**config.mk**
```make
export PLATFORM = sky130hd
export DESIGN_NAME = product_accumulator
export DESIGN_NICKNAME = d
export VERILOG_FILES = /design/src/rtl/mult_pkg.sv /design/src/rtl/product_accumulator.sv
export SDC_FILE = /design/constraint.sdc
export NUM_CORES = 1
export LEC_CHECK = 0
export CAP_MARGIN = 20
export CORE_MARGIN = 2
export CORE_UTILIZATION = 52
export DETAILED_ROUTE_END_ITERATION = 8
export PLACE_DENSITY = 0.78
export SLEW_MARGIN = 10
export SYNTH_ARGS = -nofsm -noshare
export SYNTH_HDL_FRONTEND = slang
export SYNTH_SLANG_ARGS = --single-unit
```
**constraint.sdc**
```tcl
create_clock -name clk -period 3.3 [get_ports clk]
set_input_delay 0.825 -clock clk [delete_from_list [all_inputs] [get_ports clk]]
set_output_delay 0.825 -clock clk [all_outputs]
set_load 0.02 [all_outputs]
```
**src/rtl/mult_pkg.sv**
```systemverilog
// mult_pkg: shared widths and state encoding for the array-multiplier datapath
package mult_pkg;
    localparam int DEF_N = 4;
    function automatic int prod_w(input int n);
        return 2 * n;
    endfunction
    typedef enum logic {ST_ACCUM = 1'b0, ST_HOLD = 1'b1} state_t;
endpackage

```
**src/rtl/product_accumulator.sv**
```systemverilog
// product_accumulator: sums LEN unsigned products per block, holds the sum until taken
module product_accumulator
    import mult_pkg::*;
#(
    parameter int N     = DEF_N,
    parameter int ACC_W = 12,
    parameter int LEN   = 8,
    parameter int CNT_W = $clog2(LEN + 1)
) (
    input  logic                   clk,
    input  logic                   reset,
    input  logic                   clear,
    input  logic                   in_valid,
    output logic                   in_ready,
    input  logic [prod_w(N)-1:0]   p,
    output logic                   out_valid,
    input  logic                   out_ready,
    output logic [ACC_W-1:0]       out_sum,
    output logic                   out_ovf,
    output logic                   busy
);
    state_t             r_state, w_nxt_state;
    logic [ACC_W-1:0]   r_acc, w_nxt_acc, r_sum;
    logic [CNT_W-1:0]   r_cnt, w_nxt_cnt;
    logic               r_ovf, w_nxt_ovf, r_sum_ovf, w_load, w_last;
    logic [ACC_W:0]     w_sum;
    // extra top bit of w_sum is the carry out of the accumulator
    assign w_sum  = {1'b0, r_acc} + {{(ACC_W + 1 - prod_w(N)){1'b0}}, p};
    assign w_last = r_cnt == CNT_W'(LEN - 1);
    always_comb begin
        w_nxt_state = r_state;
        w_nxt_acc   = r_acc;
        w_nxt_cnt   = r_cnt;
        w_nxt_ovf   = r_ovf;
        w_load      = 1'b0;
        if (clear) begin
            w_nxt_state = ST_ACCUM;
            w_nxt_acc   = '0;
            w_nxt_cnt   = '0;
            w_nxt_ovf   = 1'b0;
        end else if (r_state == ST_HOLD) begin
            w_nxt_state = out_ready ? ST_ACCUM : ST_HOLD;
        end else if (in_valid) begin
            w_load      = w_last;
            w_nxt_state = w_last ? ST_HOLD : ST_ACCUM;
            w_nxt_acc   = w_last ? '0 : w_sum[ACC_W-1:0];
            w_nxt_cnt   = w_last ? '0 : r_cnt + 1'b1;
            w_nxt_ovf   = !w_last && (r_ovf || w_sum[ACC_W]);
        end
    end
    always_ff @(posedge clk) begin
        if (reset) begin
            r_state   <= ST_ACCUM;
            r_acc     <= '0;
            r_cnt     <= '0;
            r_ovf     <= 1'b0;
            r_sum     <= '0;
            r_sum_ovf <= 1'b0;
        end else begin
            r_state <= w_nxt_state;
            r_acc   <= w_nxt_acc;
            r_cnt   <= w_nxt_cnt;
            r_ovf   <= w_nxt_ovf;
            if (w_load) begin
                r_sum     <= w_sum[ACC_W-1:0];
                r_sum_ovf <= r_ovf || w_sum[ACC_W];
            end
        end
    end
    assign in_ready  = r_state == ST_ACCUM;
    assign out_valid = r_state == ST_HOLD;
    assign busy      = (r_state == ST_HOLD) || (r_cnt != '0);
    assign out_sum   = r_sum;
    assign out_ovf   = r_sum_ovf;
endmodule

```
==> metrics.yaml, run 1 <==
min_path_type: "flop to flop"
io_buffers: 28
io_pins: 29
final_hold_viol_count: 0
worstPathCellList: "inv_1, ha_1, or4b_2, clkdlybuf4s50_1"
critPathArrivalTime_ns: 2.10
total_power_w: 0.000738
grt_pass1_wl_um: 7230
ant_nets: 0
combPwrFrac: 0.133
clk_latency_ns: 0.34
max_cap_viol_count: 0
slew_violations: 0
drc_errors: 0
start_util: 0.554
period_share: 0.887
r2r-end: "out_sum[10]"
hold_end: "out_sum[5]"
worstSetupStartpointType: "flop"
grt.total_usage: 0.263
drive_gt1_frac: 0.0678
leakage_nw: 0.848
max-slew-margin-rel: 0.749
period_needed_ns: 2.93
whs_ns: 0.458
cp_max_fo: 4
status: "finished, final reports clean"
cts-root-buf: "clkbuf_4"
slowest_stage: "or4b_2"
async_flop_share: 0
synth_cell_types: 46
synthFlopType: "dfxtp_1"
r2r_slack_ns: 0.98
cts_setup_buffers: 0
area_growth_pct: 23.3
setup_tns_ns: 0
fin_nets: 259
clkSlewWorstSetupHoldPaths_ns: 0.09
drt_iter0_markers: 75
die_area_sq_um: 3750
ys_seq_area_frac: 0.364
path_class: "flop to output port"
postSynthAreaPerCell_sq_um: 8.32
required_ns: 2.47
hold_buffers: 0
synth_warnings: 0
grt_pass1_vias: 1658
ys_ff_latch: 31
max_freq_mhz: 342
grt_overflow: 0
cts_tree: "yes"
routed_wl_um: 4350
synth_edf_count: 0
holdCritStartpoint: "out_sum[5]"
synthesis.area_sq_um: 1710
place_congestion: 0.877
ir_drop_uv: 202
cts.sinks: 31
drt-pass1-iter-count: 4
cp-end-kind: "output port"
power_density_nw_per_um2: 351
rsz0062_at_grt: "no"
finalClockSkew_ns: 0.00792
clock_path_buffers: 2
nFillCells: 272
antenna_found_initial: 0
grt_max_degree: 19
die_w_um: 61.3
setup_viol: 0
netSwitchingPower_w: 0.000191
cpPeakStageDelay_ns: 0.60
rr_startpoint: "r_acc[0]"
path_buf_inv: 2
power_frac_clock: 0.348
cts_resized: 0
fp-row-count: 20
pwr-share-seq: 0.519
coreArea_sq_um: 3080
p_int_w: 0.000547
netlist_instances: 205
vias: 1656
p_sw_frac: 0.259
via_per_inst: 5.91
wl_per_cell_um: 15.6
hpwl_um: 3190
r2r_cells: 7
die_h_um: 61.3
synth_fp_nets: 229
htreeDepth: 2
critical_path.top_delay_family: "buffers and inverters"
numCtsBuffers: 5
min_delay_path_depth: 2
antenna_cells: 0
worst_slew_pin_slew_ns: 0.367
[tightest hold or removal path: stages (launching register included)]
cell and delay (ns):
dfxtp_1 0.32, nand2_1 0.05, a21oi_1 0.05
[through the flow]
stage	std cells	setup slack (ns)	utilization	instance area, sq um
finish	280	0.373	0.683	2100
global route	280	0.256	0.683	2100
CTS	280	0.356	0.683	2100
detailed placement	272	0.0389	0.661	2030
global placement	272	0.172	0.661	2030
floorplan	205	0.708	-	1710
[Yosys cell counts (all sizes together), types with 2 or more instances]
cell type / number / share of area
a2111oi: 2 / 0.010
a211oi: 2 / 0.012
a21o: 7 / 0.031
a21oi: 19 / 0.056
a22oi: 5 / 0.022
and2: 2 / 0.0073
and3: 3 / 0.011
buf: 2 / 0.0059
clkbuf: 7 / 0.016
dfxtp: 31 / 0.36
ha: 10 / 0.073
inv: 4 / 0.0088
nand2: 28 / 0.062
nand3: 9 / 0.026
nand3b: 2 / 0.0088
nand4: 3 / 0.011
nand4b: 3 / 0.015
nor2: 19 / 0.042
nor3: 2 / 0.0059
nor3b: 2 / 0.0088
nor4: 6 / 0.026
o211a: 2 / 0.012
o21ai: 7 / 0.021
o31ai: 2 / 0.0088
or3: 4 / 0.015
or4: 3 / 0.013
xnor2: 2 / 0.010
xor2: 3 / 0.015
[final cells by class]
cell class	count	area [sq um]	area share
Inverter	4	15.0	0.00714
Sequential cell	31	621	0.295
Timing Repair Buffer	32	310	0.148
Clock buffer	8	68.8	0.0327
Multi-Input combinational cell	161	1030	0.491
Tap cell	44	55.1	0.0262
[layout by cell type (no fill, tap or decap), types with 2 or more instances in the layout]
master           synthesis  routed
nor3_1                   2       2
clkdlybuf4s50_1          0      28
or4_1                    3       3
nand4b_1                 3       3
xor2_1                   3       3
dfxtp_1                 31      31
nand3b_1                 2       2
xnor2_1                  2       2
clkbuf_4                 0       5
buf_4                    0       4
and3_1                   3       3
a22oi_1                  5       5
a21oi_1                 19      19
nor2_1                  19      19
a21o_1                   7       7
nand2_1                 28      28
nand4_1                  3       3
clkbuf_8                 0       2
o31ai_1                  2       2
or3_1                    4       4
nor4_1                   5       5
a2111oi_0                2       2
o21ai_0                  7       7
inv_1                    4       4
o211a_1                  2       2
ha_1                    10      10
nor3b_1                  2       2
nand3_1                  9       9
[worst max-delay path by stage]
stage | startpoint | end | slack [ns] | cells after the start
finish | r_cnt[0] | busy | 0.37 | 4
global placement | p[0] | out_ovf | 0.17 | 8
detailed placement | p[0] | out_sum[10] | 0.04 | 8
CTS | r_cnt[0] | busy | 0.36 | 4
global route | p[0] | out_sum[10] | 0.26 | 8
floorplan | p[0] | out_ovf | 0.71 | 7
[state kept, by name (all words and copies together), names as in the netlist]
register / count
out_ovf: 1
out_sum: 12
out_valid: 1
r_acc: 12
r_cnt: 4
r_ovf: 1
[routing by layer]
metal | vias to the layer above | routed length, um | GRT usage
met4 | 0 | 58 | 0.109
met3 | 6 | 206 | 0.0735
met5 | - | 0 | 0
met1 | 788 | 1900 | 0.309
met2 | 48 | 2190 | 0.450
li1 | 814 | - | -
[power by group through the flow]
stage / sequential [W] / combinational [W] / clock [W]
after detailed placement: 0.000391 / 0.0000966 / 0
after global routing: 0.000384 / 0.000109 / 0.000277
after floorplan: 0.000390 / 0.0000631 / 0
final: 0.000383 / 0.0000984 / 0.000257
after CTS: 0.000383 / 0.0000974 / 0.000260
after global placement: 0.000391 / 0.0000924 / 0
[kinds of logic after synthesis]
logic type / count (synthesis) / share of synthesized area
fa+ha+maj: 11 / 0.0851
buf+inv: 13 / 0.0308
flops: 31 / 0.364
simple gates: 91 / 0.274
xor+xnor: 5 / 0.0257
compound gates: 54 / 0.221
Power figures use the tool's default switching activity.
==> run 2, diff against run 1 <==
Settings changed: MAX_ROUTING_LAYER set to met4.
==> run 2 against run 1 <==
Effect of this change:
- worst hold slack hardly changed
- clock-buffer cell count stayed put
- sequential cell count stayed put
- routed wire length is 1.3% lower
- combinational power is 0.5% lower
- total power is 0.25% lower
- largest cell class unchanged
==> metrics.yaml, run 2 (synthesis gave the netlist of run 1 again) <==
worst_slew_pin_slew_ns: 0.374  # +0.00704 ns
period_share: 0.886  # -0.00125
final_hold_viol_count: 0  # unchanged
period_needed_ns: 2.92  # -0.00413 ns
max_freq_mhz: 342  # +0.14%
cts.sinks: 31  # unchanged
drt-pass1-iter-count: 4  # unchanged
placed_area_sq_um: 2030  # unchanged
clk_latency_ns: 0.34  # about the same
max-slew-margin-rel: 0.744  # -0.00482
nFillCells: 272  # unchanged
area_growth_pct: 23.3  # unchanged
grt_overflow: 0  # unchanged
clock_path_buffers: 2  # unchanged
critPathArrivalTime_ns: 2.10  # about the same
path_class: "flop to output port"
coreArea_sq_um: 3080  # unchanged
ir_drop_uv: 202  # about the same
fin_nets: 259  # unchanged
cp_max_fo: 4  # unchanged
start_util: 0.554  # unchanged
ant_nets: 0  # unchanged
max_cap_viol_count: 0  # unchanged
antenna_found_initial: 0  # unchanged
htreeDepth: 2  # unchanged
min_path_type: "flop to flop"
cts_resized: 0  # unchanged
grt_pass1_vias: 1660  # +0.12%
cp-end-kind: "output port"
required_ns: 2.47  # about the same
finalClockSkew_ns: 0.00842  # +0.000498 ns
drive_gt1_frac: 0.0678  # unchanged
design_area_sq_um: 2100  # unchanged
io_pins: 29  # unchanged
grt_pass1_wl_um: 7240  # about the same
vias: 1660  # +0.24%
seqCellArea_sq_um: 621  # unchanged
grt.total_usage: 0.271  # +0.00826
hold_buffers: 0  # unchanged
worstSetupStartpointType: "flop"
place_congestion: 0.892  # +1.7%
drc_errors: 0  # unchanged
drt_iter0_markers: 86  # +15%
setup_viol: 0  # unchanged
numCtsBuffers: 5  # unchanged
slew_violations: 0  # unchanged
cts-root-buf: "clkbuf_4"
rsz0062_at_grt: "no"
multi_input_comb_area_sq_um: 1030  # unchanged
mostFrequentLayoutCells: "31 x dfxtp_1, 28 x nand2_1, 28 x clkdlybuf4s50_1, 19 x nor2_1, 19 x a21oi_1"
power_density_nw_per_um2: 350  # -0.25%
hpwl_um: 3190  # unchanged
mostFrequentLayoutCell: "dfxtp_1"
total_power_w: 0.000736  # -0.25%
die_area_sq_um: 3750  # unchanged
antenna_cells: 0  # unchanged
io_buffers: 28  # unchanged
fp-row-count: 20  # unchanged
status: "finished, final reports clean"
setup_tns_ns: 0  # unchanged
leakage_nw: 0.848  # unchanged
cts_tree: "yes"
wl_per_cell_um: 15.3  # -1.3%
via_per_inst: 5.93  # +0.24%
grt_max_degree: 19  # unchanged
routed_wl_um: 4300  # -1.3%
die_w_um: 61.3  # unchanged
clkSlewWorstSetupHoldPaths_ns: 0.09  # about the same
cts_setup_buffers: 0  # unchanged
die_h_um: 61.3  # unchanged
[run 2: cell counts in the layout (fill, tap and decap cells not counted)]
Identical to the previous run, type by type.
[run 2: stage by stage]
stage          hold slack (ns)  setup WS, ns  std cells   util
2_1_floorplan            0.426         0.708        205      -
3_3_place_gp             0.436         0.172        272  0.661
3_5_place_dp             0.448        0.0389        272  0.661
4_1_cts                  0.461         0.356        280  0.683
5_1_grt                  0.479         0.256        280  0.683
6_report                 0.458         0.378        280  0.683
[run 2: layout make-up]
class                           count  area share
Clock buffer                        8      0.0327
Multi-Input combinational cell    161       0.491
Inverter                            4     0.00714
Sequential cell                    31       0.295
Timing Repair Buffer               32       0.148
Tap cell                           44      0.0262
[run 2: metal layers]
metal  vias up  track usage  share of wire
li1        817            -              -
met1       777        0.309           0.42
met2        60        0.450           0.50
met3         6       0.0735          0.070
met4         0        0.109          0.014
met5         -            -              0
[run 2: worst paths after layout]
path | from | end | slack, ns | cells past startpoint
setup / recovery | r_cnt[0] | busy | 0.38 | 4
hold / removal | out_sum[5] | out_sum[5] | 0.46 | 2
setup reg to reg | r_acc[0] | out_sum[10] | 0.98 | 7
hold reg to reg | out_sum[5] | out_sum[5] | 0.46 | 2
[run 2: worst max-delay path, cell delays in order (launching register included)]
cell	delay (ns)
dfxtp_1	0.35
inv_1	0.08
ha_1	0.17
or4b_2	0.60
clkdlybuf4s50_1	0.56
[run 2: report_power, final]
| part | total [W] | switching, W | leakage [nW] | internal, W |
|---|---|---|---|---|
| Sequential | 0.000383 | 0.00000375 | 0.251 | 0.000379 |
| Combinational | 0.0000979 | 0.0000551 | 0.559 | 0.0000429 |
| Clock | 0.000256 | 0.000130 | 0.0386 | 0.000125 |
==> run 3, diff against run 2 <==
Settings changed: CTS_CLUSTER_DIAMETER set to 100.
==> results of run 3 <==
No change in the layout: final DEF, timing and power equal those of run 2.
